[src/rtl/gemm_pkg.sv]
// Shared types, default parameters and arithmetic helpers for the streaming GEMM engine.
package gemm_pkg;

    localparam int DEF_DATA_WIDTH = 16;
    localparam int DEF_FRAC_BITS  = 8;
    localparam int DEF_MATRIX_DIM = 4;
    localparam int DEF_ACC_WIDTH  = 48;

    // Signed working width of the finalize path; must cover ACC_WIDTH and 2*DATA_WIDTH+1.
    localparam int SAT_W = 64;

    typedef enum logic [1:0] {
        ST_LOAD,
        ST_COMPUTE,
        ST_OUT
    } state_t;

    typedef struct packed {
        logic [SAT_W-1:0] val;
        logic             hit;
    } sat_t;

    // Index width for a counter addressing n entries, never narrower than one bit.
    function automatic int idx_w(input int n);
        return (n < 2) ? 1 : $clog2(n);
    endfunction

    // Clamp x to the signed dw-bit range; hit flags that a clamp was applied.
    function automatic sat_t sat_dw(input logic signed [SAT_W-1:0] x, input int dw);
        logic signed [SAT_W-1:0] hi;
        logic signed [SAT_W-1:0] lo;
        sat_t                    r;
        hi    = (64'sd1 <<< (dw - 1)) - 64'sd1;
        lo    = -(64'sd1 <<< (dw - 1));
        r.val = x;
        r.hit = 1'b0;
        if (x > hi) begin
            r.val = hi;
            r.hit = 1'b1;
        end else if (x < lo) begin
            r.val = lo;
            r.hit = 1'b1;
        end
        return r;
    endfunction

endpackage

[src/rtl/gemm_mac.sv]
// Single time-shared multiply-accumulator plus the alpha/beta finalize and saturation datapath.
module gemm_mac
    import gemm_pkg::*;
#(
    parameter int DATA_WIDTH = DEF_DATA_WIDTH,
    parameter int FRAC_BITS  = DEF_FRAC_BITS,
    parameter int ACC_WIDTH  = DEF_ACC_WIDTH
) (
    input  logic                  iclk,
    input  logic                  irst_n,
    input  logic                  clear,
    input  logic                  enable,
    input  logic                  finalize,
    input  logic [DATA_WIDTH-1:0] a,
    input  logic [DATA_WIDTH-1:0] b,
    input  logic [DATA_WIDTH-1:0] alpha,
    input  logic [DATA_WIDTH-1:0] beta,
    input  logic [DATA_WIDTH-1:0] c,
    output logic [DATA_WIDTH-1:0] result,
    output logic                  sat
);

    logic signed [2*DATA_WIDTH-1:0] prod;
    logic signed [ACC_WIDTH-1:0]    prod_ext;
    logic signed [ACC_WIDTH-1:0]    acc_q;
    logic signed [SAT_W-1:0]        p_wide;
    logic signed [SAT_W-1:0]        t_wide;
    sat_t                           p_sat;
    sat_t                           r_sat;
    logic                           unused_hi;

    assign prod     = $signed(a) * $signed(b);
    assign prod_ext = ACC_WIDTH'(prod);

    // NOTE: sequential state uses non-blocking assignments so every flop samples pre-edge values.
    always_ff @(posedge iclk or negedge irst_n) begin
        if (!irst_n) begin
            acc_q <= '0;
        end else if (enable) begin
            acc_q <= (clear ? '0 : acc_q) + prod_ext;
        end
    end

    // Both products fit in 2*DATA_WIDTH+1 bits, so the wide sum never wraps.
    always_comb begin
        p_wide    = SAT_W'(acc_q) >>> FRAC_BITS;
        p_sat     = sat_dw(p_wide, DATA_WIDTH);
        t_wide    = SAT_W'($signed(alpha)) * $signed(p_sat.val)
                  + SAT_W'($signed(beta)) * SAT_W'($signed(c));
        r_sat     = sat_dw(t_wide >>> FRAC_BITS, DATA_WIDTH);
        result    = r_sat.val[DATA_WIDTH-1:0];
        sat       = finalize & (p_sat.hit | r_sat.hit);
        unused_hi = ^r_sat.val[SAT_W-1:DATA_WIDTH];
    end

endmodule

[src/rtl/gemm_stream_engine.sv]
// Streaming GEMM engine: loads A, B, C over a handshake, computes alpha*(A*B)+beta*C with one MAC, streams R out.
module gemm_stream_engine
    import gemm_pkg::*;
#(
    parameter int DATA_WIDTH = DEF_DATA_WIDTH,
    parameter int FRAC_BITS  = DEF_FRAC_BITS,
    parameter int MATRIX_DIM = DEF_MATRIX_DIM,
    parameter int ACC_WIDTH  = DEF_ACC_WIDTH
) (
    input  logic                  iclk,
    input  logic                  irst_n,
    input  logic [DATA_WIDTH-1:0] alpha,
    input  logic [DATA_WIDTH-1:0] beta,
    input  logic                  in_valid,
    output logic                  in_ready,
    input  logic [DATA_WIDTH-1:0] in_data,
    output logic                  out_valid,
    input  logic                  out_ready,
    output logic [DATA_WIDTH-1:0] out_data,
    output logic                  busy,
    output logic                  ovf
);

    localparam int NN = MATRIX_DIM * MATRIX_DIM;
    localparam int IW = idx_w(MATRIX_DIM);
    localparam int KW = idx_w(MATRIX_DIM + 1);
    localparam int EW = idx_w(NN);
    localparam int LW = idx_w(3 * NN);

    state_t                state_q, state_d;
    logic [LW-1:0]         load_cnt;
    logic [IW-1:0]         i_cnt, j_cnt;
    logic [KW-1:0]         k_cnt, k_rd;
    logic [EW-1:0]         out_idx, ld_idx, a_idx, b_idx, c_idx;
    logic [1:0]            ld_sel;
    logic [DATA_WIDTH-1:0] alpha_q, beta_q, mac_result;
    logic                  in_fire, out_fire, load_last, out_last;
    logic                  is_comp, k_fin, j_last, i_last, comp_last;
    logic                  mac_en, mac_fin, mac_clr, mac_sat;

    logic [DATA_WIDTH-1:0] a_mem [NN];
    logic [DATA_WIDTH-1:0] b_mem [NN];
    logic [DATA_WIDTH-1:0] c_mem [NN];
    logic [DATA_WIDTH-1:0] r_mem [NN];

    assign in_fire   = in_valid && in_ready;
    assign out_fire  = out_valid && out_ready;
    assign load_last = (load_cnt == LW'(3 * NN - 1));
    assign out_last  = (out_idx == EW'(NN - 1));
    assign is_comp   = (state_q == ST_COMPUTE);
    assign k_fin     = (k_cnt == KW'(MATRIX_DIM));
    assign j_last    = (j_cnt == IW'(MATRIX_DIM - 1));
    assign i_last    = (i_cnt == IW'(MATRIX_DIM - 1));
    assign comp_last = is_comp && k_fin && j_last && i_last;
    assign mac_en    = is_comp && !k_fin;
    assign mac_fin   = is_comp && k_fin;
    assign mac_clr   = (k_cnt == '0);

    // k = MATRIX_DIM is the finalize slot; park the operand index so it stays in range.
    assign k_rd  = k_fin ? '0 : k_cnt;
    assign a_idx = EW'(int'(i_cnt) * MATRIX_DIM + int'(k_rd));
    assign b_idx = EW'(int'(k_rd) * MATRIX_DIM + int'(j_cnt));
    assign c_idx = EW'(int'(i_cnt) * MATRIX_DIM + int'(j_cnt));

    assign out_data = (state_q == ST_OUT) ? r_mem[out_idx] : '0;

    // NOTE: every variable driven here gets a default first, so no path can infer a latch.
    always_comb begin
        state_d   = state_q;
        in_ready  = 1'b0;
        out_valid = 1'b0;
        busy      = 1'b0;
        case (state_q)
            ST_LOAD: begin
                in_ready = irst_n;
                if (in_valid && irst_n && load_last) state_d = ST_COMPUTE;
            end
            ST_COMPUTE: begin
                busy = 1'b1;
                if (comp_last) state_d = ST_OUT;
            end
            ST_OUT: begin
                out_valid = 1'b1;
                busy      = 1'b1;
                if (out_ready && out_last) state_d = ST_LOAD;
            end
            default: state_d = ST_LOAD;
        endcase
    end

    always_comb begin
        ld_sel = 2'd0;
        ld_idx = EW'(load_cnt);
        if (int'(load_cnt) >= 2 * NN) begin
            ld_sel = 2'd2;
            ld_idx = EW'(int'(load_cnt) - 2 * NN);
        end else if (int'(load_cnt) >= NN) begin
            ld_sel = 2'd1;
            ld_idx = EW'(int'(load_cnt) - NN);
        end
    end

    // NOTE: the matrix buffers are deliberately not reset; each job overwrites them before use.
    always_ff @(posedge iclk) begin
        if (in_fire) begin
            case (ld_sel)
                2'd0:    a_mem[ld_idx] <= in_data;
                2'd1:    b_mem[ld_idx] <= in_data;
                default: c_mem[ld_idx] <= in_data;
            endcase
        end
        if (mac_fin) r_mem[c_idx] <= mac_result;
    end

    always_ff @(posedge iclk or negedge irst_n) begin
        if (!irst_n) begin
            state_q  <= ST_LOAD;
            load_cnt <= '0;
            i_cnt    <= '0;
            j_cnt    <= '0;
            k_cnt    <= '0;
            out_idx  <= '0;
            alpha_q  <= '0;
            beta_q   <= '0;
            ovf      <= 1'b0;
        end else begin
            state_q <= state_d;
            if (in_fire) begin
                if (load_cnt == '0) begin
                    alpha_q <= alpha;
                    beta_q  <= beta;
                    ovf     <= 1'b0;
                end
                load_cnt <= load_last ? '0 : load_cnt + 1'b1;
            end
            if (is_comp) begin
                if (k_fin) begin
                    k_cnt <= '0;
                    if (j_last) begin
                        j_cnt <= '0;
                        i_cnt <= i_last ? '0 : i_cnt + 1'b1;
                    end else begin
                        j_cnt <= j_cnt + 1'b1;
                    end
                end else begin
                    k_cnt <= k_cnt + 1'b1;
                end
            end
            if (mac_sat) ovf <= 1'b1;
            if (out_fire) out_idx <= out_last ? '0 : out_idx + 1'b1;
        end
    end

    gemm_mac #(
        .DATA_WIDTH (DATA_WIDTH),
        .FRAC_BITS  (FRAC_BITS),
        .ACC_WIDTH  (ACC_WIDTH)
    ) u_mac (
        .iclk     (iclk),
        .irst_n   (irst_n),
        .clear    (mac_clr),
        .enable   (mac_en),
        .finalize (mac_fin),
        .a        (a_mem[a_idx]),
        .b        (b_mem[b_idx]),
        .alpha    (alpha_q),
        .beta     (beta_q),
        .c        (c_mem[c_idx]),
        .result   (mac_result),
        .sat      (mac_sat)
    );

endmodule

[config.mk]
export PLATFORM = sky130hd
export DESIGN_NAME = gemm_stream_engine
export DESIGN_NICKNAME = d
export VERILOG_FILES = /design/src/rtl/gemm_pkg.sv /design/src/rtl/gemm_mac.sv /design/src/rtl/gemm_stream_engine.sv
export SDC_FILE = /design/constraint.sdc
export NUM_CORES = 2
export LEC_CHECK = 0
export BUFFER_PORTS_ARGS = -buffer_cell sky130_fd_sc_hd__clkbuf_2
export CAP_MARGIN = 20
export CORE_MARGIN = 2
export CORE_UTILIZATION = 55
export DETAILED_ROUTE_END_ITERATION = 12
export PLACE_DENSITY_LB_ADDON = 0.25
export SLEW_MARGIN = 40
export SYNTH_ARGS = -nofsm -noshare
export SYNTH_HDL_FRONTEND = slang
export SYNTH_SLANG_ARGS = --single-unit
export TNS_END_PERCENT = 100
[constraint.sdc]
create_clock -name iclk -period 11.21 [get_ports iclk]
set_input_delay 2.8025 -clock iclk [delete_from_list [all_inputs] [get_ports iclk]]
set_output_delay 2.8025 -clock iclk [all_outputs]
set_load 0.01 [all_outputs]
-- Word level (Yosys, flattened, before mapping)
Memories as Yosys holds them, arrays and structs flattened.
Index checks and enable logic that the tools add are counted.
- register bits: 100
- latch bits: 0
- bits in writable memories: 1024
- memory bits (read-only): 0
- input bits: 52
- memories kept: 4
- add/subtract/negate cells: 12
- multiply operators: 3
- divide/modulo/power cells: 0
- magnitude comparators: 6
- equality and inequality tests: 11
- shift-type cells: 0
- mux-type cells: 37
- bitwise logic cells: 2
- reductions and logical operators: 23
- memories (name ; depth ; bits a word ; rd ports ; clocked after Yosys merged registers in ; write ports ; line ; source):
    a_mem ; 16 ; 16 ; 1 ; 0 ; 1 ; gemm_stream_engine.sv:41 ; logic [DATA_WIDTH-1:0] a_mem [NN];
    b_mem ; 16 ; 16 ; 1 ; 0 ; 1 ; gemm_stream_engine.sv:42 ; logic [DATA_WIDTH-1:0] b_mem [NN];
    c_mem ; 16 ; 16 ; 1 ; 0 ; 1 ; gemm_stream_engine.sv:43 ; logic [DATA_WIDTH-1:0] c_mem [NN];
    r_mem ; 16 ; 16 ; 1 ; 0 ; 1 ; gemm_stream_engine.sv:44 ; logic [DATA_WIDTH-1:0] r_mem [NN];
- operators by type and width (kind ; count):
    $mux 65 ; 2
    $add 64x32->64 ; 1
    $mul 16x16->32 ; 2
    $mul 16x64->64 ; 1
    $gt 56x16->1 const B ; 1
    $lt 56x16->1 const B ; 1
    $add 48x48->48 ; 1
    $mux 48 ; 1
    $gt 40x16->1 const B ; 1
    $lt 40x16->1 const B ; 1
    $mux 17 ; 2
    $mux 1 ; 18
    $mux 16 ; 1
    $mux 2 ; 6
    $mux 4 ; 3
    $logic_and 1x1->1 ; 9
    $add 4x2->4 ; 2
    $sub 4x1->4 const B ; 2
    $add 6x1->6 const B ; 1
    $eq 2x2->1 const B ; 3
    $eq 6x6->1 const B ; 1
    $ge 6x5->1 const B ; 1
    $ge 6x6->1 const B ; 1
    $logic_not 6->1 ; 1
    21 further kinds ; 31

-- Depth between registers and ports, before layout
- depth in word-level cells: 12
- mapped depth: 50
- depth with buffers taken out: 46

-- Cells and area by module
Synthesis repeated with hierarchy kept, for this count alone.
- cells, all modules: 7782
- area total of the unflattened synthesis: 93313.2 um^2
- modules (own cells, without submodules) (module ; instances ; cells an instance ; area an instance (um^2) ; seq. area each (um^2)):
    gemm_mac ; 1 ; 5768 ; 51612.0 ; 1201.2
    gemm_stream_engine ; 1 ; 2014 ; 41701.2 ; 32050.7

-- Least setup slack after synthesis
No wires, ideal clock.
- path type: register to register
- from: register j_cnt[0]
- to: memory r_mem[0][14] in the netlist's numbering (data pin)
- library setup time: 299 ps
- arrival time: 11721 ps
- data required time: 10911 ps
- path slack: -810 ps
- stages on the path, launching flop included: 38
- buffers on the path: 6
- period minus slack after synthesis: 12020 ps
- path through: dfrtp_1 > buf_6 > buf_8 > clkbuf_1 > buf_1 > mux4_2 > mux4_2 > nand2_1 > inv_1 > fa_1 > fa_1 > fa_1 > fa_1 > inv_1 > fa_1 > inv_1 > fa_1 > fa_1 > (+2 left out) > inv_1 > ha_1 > clkbuf_1 > a21oi_1 > o21a_1 > o221ai_1 > a21oi_1 > o21a_1 > o2111ai_1 > a2111oi_0 > nor2_1 > or4b_1 > nand4b_1 > nor4_1 > and4_1 > nor2_1 > buf_6 > o21a_1
- word-level cells in the longest chain between the ends: 7
- elaborated cells on any way between the ends: 8
- those cells by class: add/sub: 2; mul: 1; order compare: 2; mux: 2; memory: 1
- ends and longest elaborated chain (what ; line ; source):
    start, declared ; gemm_stream_engine.sv:32 ; logic [IW-1:0] i_cnt, j_cnt;
    start signal, assigned ; gemm_stream_engine.sv:143 ; j_cnt <= j_cnt + 1'b1;
    $add 4x2->4 * ; gemm_stream_engine.sv:63 ; assign c_idx = EW'(int'(i_cnt) * MATRIX_DIM + int'(j_cnt));
    $mem_v2 16x16 * ; n/a ;
    $mul 16x16->32 * ; gemm_mac.sv:49 ; + SAT_W'($signed(beta)) * SAT_W'($signed(c));
    $add 64x32->64 * ; gemm_mac.sv:49 ;
    $lt 56x16->1 ; gemm_pkg.sv:40 ; end else if (x < lo) begin
    $mux 17 ; gemm_pkg.sv:40 ;
    $mux 17 * ; gemm_pkg.sv:37 ; if (x > hi) begin
    net mac_result[14] ; gemm_stream_engine.sv:36 ; logic [DATA_WIDTH-1:0] alpha_q, beta_q, mac_result;
    end, declared ; gemm_stream_engine.sv:44 ;
Mark *: on every way through the listed nets, which the timed path passes. The rest lies on a longest branch.

-- Worst setup path after layout
- from: register j_cnt[0]
- to: memory r_mem[11][5] in the netlist's numbering (data pin)
Same word-level chain as after synthesis.

==> reports/metrics.cfg <==
[run_status]
status = completed

[run]
maxCapViolations = 0

[setup_path]
cp-start-kind = flop
cp_slowest_cell = mux4_2
critPathArrivalTime_ns = 11.41
reg2reg_from = j_cnt[0]
cp_common_cell = fa_1
reg2reg_to = r_mem[11][5]
path_max_fanout = 16
reg2reg_slack_ns = 0.26
crit_type = flop to flop
crit_path_max_incr_delay_ns = 0.63
r2r_cells = 38
cp.required_ns = 11.67
end_kind = flop

[global_route]
globalRouteOverflowTotal = 0
grt_pass1_wl_mm = 375
grt_antenna_before_repair = 6
grt_usage = 0.286
grt_max_degree = 93
grt_pass1_vias = 63600

[sta]
fin_skew_ns = 0.0735
worst_slew_pin_slew_ns = 0.900
finalMaxSlewViolations = 0
max_freq_mhz = 91.3
setup_viol = 0
finalHoldViolations = 0
setup_tns_ns = 0
fin_crit_sh = 0.977
slew_headroom = 0.400
post-route-min-period_ns = 10.95

[yosys]
synth.yosys.warnings = 0
ys.flop_type = edfxtp_1
syn-cell-area_sq_um = 92800
syn-num-nets = 9494
async_reset_ff_frac = 0.0890
ys_ff_latch = 1124
synth_top_cell_area_share = 0.331
synth_cells = 7741
syn_area_per_cell_sq_um = 12.0
synth.distinct_cells = 78
synth-edff-count = 1024
synthTopCellsByArea = edfxtp_1 (33%), fa_1 (29%), inv_1 (6.2%)
yosysTopAreaCell = edfxtp_1
seq_area_frac_synth = 0.358

[clock_tree]
clock-sinks = 1124
root_buffer = clkbuf_16
tritoncts = built
insertion_delay_ns = 0.76
clock_path_buffers = 3
path_clk_slew_ns = 0.06
htree_num_levels = 3
numCtsBuffers = 114

[floorplanning]
die_h_um = 415
boundaryPins = 72
start_util = 0.554
design.core.area_sq_um = 167000
die_w_um = 415
rows = 150
dieArea_sq_um = 172000

[final_layout]
fin_nets = 9814
layout_commonest_cell = inv_1
seq_area_sq_um = 33300
final_cell_mix = inv_1 (1,523), fa_1 (1,319), edfxtp_1 (1,024)
final_layout_size_suffix_gt1_frac = 0.144
multi_input_area_sq_um = 53100
area_growth_pct = 11.3
nFillCells = 13000

[routing]
via_per_inst = 5.73
drt_iter0_markers = 5244
firstDrtPassIters = 8
vias = 59400
ant_nets = 0
wl_mm = 241
wire_per_inst_um = 23.3
drcViolationCount = 0

[placement]
place_congestion = 0.956
detailed_place_hpwl_mm = 178
numPortBuffers = 71

[worst_hold_path]
min_path_cells = 2
hp-start = u_mac.acc_q[5]
hold_class = flop to flop
holdPathEnd = u_mac.acc_q[5]

[cell usage after synthesis, types with 6 or more instances]
| cell type | instances |
|---|---|
| nor3_1 | 21 |
| a221o_1 | 60 |
| o211ai_1 | 9 |
| nand4_1 | 41 |
| xor2_1 | 49 |
| a311oi_1 | 8 |
| and2_1 | 661 |
| clkbuf_1 | 297 |
| nor2_1 | 167 |
| buf_1 | 32 |
| and3_1 | 44 |
| o31ai_1 | 9 |
| xnor2_1 | 84 |
| nor2b_1 | 26 |
| nand2_1 | 831 |
| a21oi_1 | 194 |
| a211oi_1 | 16 |
| dfrtp_1 | 100 |
| and4_1 | 6 |
| mux4_2 | 240 |
| a21o_1 | 96 |
| mux2_2 | 42 |
| or3_1 | 10 |
| o21bai_1 | 23 |
| edfxtp_1 | 1024 |
| a211o_1 | 7 |
| nor4_1 | 19 |
| o21a_1 | 22 |
| ha_1 | 375 |
| fa_1 | 1326 |
| inv_1 | 1526 |
| nand2b_1 | 25 |
| or2_2 | 33 |
| mux2i_1 | 7 |
| o21ai_0 | 147 |
| nand3_1 | 47 |
| a31oi_1 | 34 |
[critical path: cells and delay by family, from the launching register on]
kind | cells | cell delay (ns)
fa+ha+maj | 9 | 4.11
simple gates | 8 | 1.75
buf+inv | 13 | 1.63
compound gates | 5 | 1.22
mux | 2 | 1.18
flops | 1 | 0.42
xor+xnor | 1 | 0.30
[how the worst max path moves through the flow]
stage	startpoint	to	slack, ns	cells after the start
finish	j_cnt[0]	r_mem[11][5]	0.26	38
global route	k_cnt[1]	u_mac.acc_q[47]	-0.05	48
CTS	u_mac.acc_q[24]	r_mem[8][3]	0.002	41
detailed placement	j_cnt[0]	r_mem[2][4]	-0.26	36
global placement	u_mac.acc_q[24]	r_mem[12][4]	-0.08	38
floorplan	j_cnt[0]	r_mem[0][14]	0.003	37
[per-stage QoR]
step	instances	utilization	instance area, sq um	hold slack [ns]	setup slack [ns]
after global routing	10400	0.617	103000	0.506	-0.0514
final	10400	0.617	103000	0.471	0.263
after CTS	10300	0.612	102000	0.478	0.00193
after floorplan	7741	-	92900	0.442	0.00288
after global placement	10100	0.589	98600	0.453	-0.0759
after detailed placement	10100	0.590	98700	0.465	-0.263
[sequential cells by signal, summed over array words and instances (netlist names), 3 cells and up]
name,count
u_mac.acc_q,48
load_cnt,6
alpha_q,16
out_idx,4
beta_q,16
k_cnt,3
c_mem,256
a_mem,256
r_mem,256
b_mem,256
[logic make-up (layout without fill, tap and decap cells)]
group,after synthesis,in the layout,synth area share
muxes,289,289,0.0641
DFF,1124,1124,0.358
other,0,3,0
xor gates and xnor gates,133,133,0.0126
and+or+nand+nor,1952,1952,0.104
buffers and inverters,1866,2285,0.0760
adders and majority gates,1701,1701,0.337
AOI/OAI and AO/OA,676,676,0.0478
[what timing repair did]
action,CTS,global route
cloned,0,5
hold buffers,0,0
gates resized for setup,19,96
setup endpoints to repair,240,249
pin swaps,0,14
buffers inserted,2,35
[final cells by class]
cell class / count / share of cell area
well taps: 2204 / 0.0267
diodes: 3 / 0.0000727
clock inverters: 77 / 0.00680
repair buffers: 542 / 0.0461
flip-flops and latches: 1124 / 0.322
multi-input cells: 4751 / 0.514
inverters: 1528 / 0.0556
clock buffers: 138 / 0.0286
[per-layer routing]
metal / vias to the layer above / part of all wire / track usage
met4: 8 / 0.039 / 0.0988
met2: 2470 / 0.48 / 0.467
li1: 25600 / - / -
met1: 30800 / 0.40 / 0.390
met5: - / 0.00024 / 0
met3: 523 / 0.083 / 0.0500
Power is not shown: default switching activity piles up to over one toggle a cycle in this logic, so the estimate is an artifact.
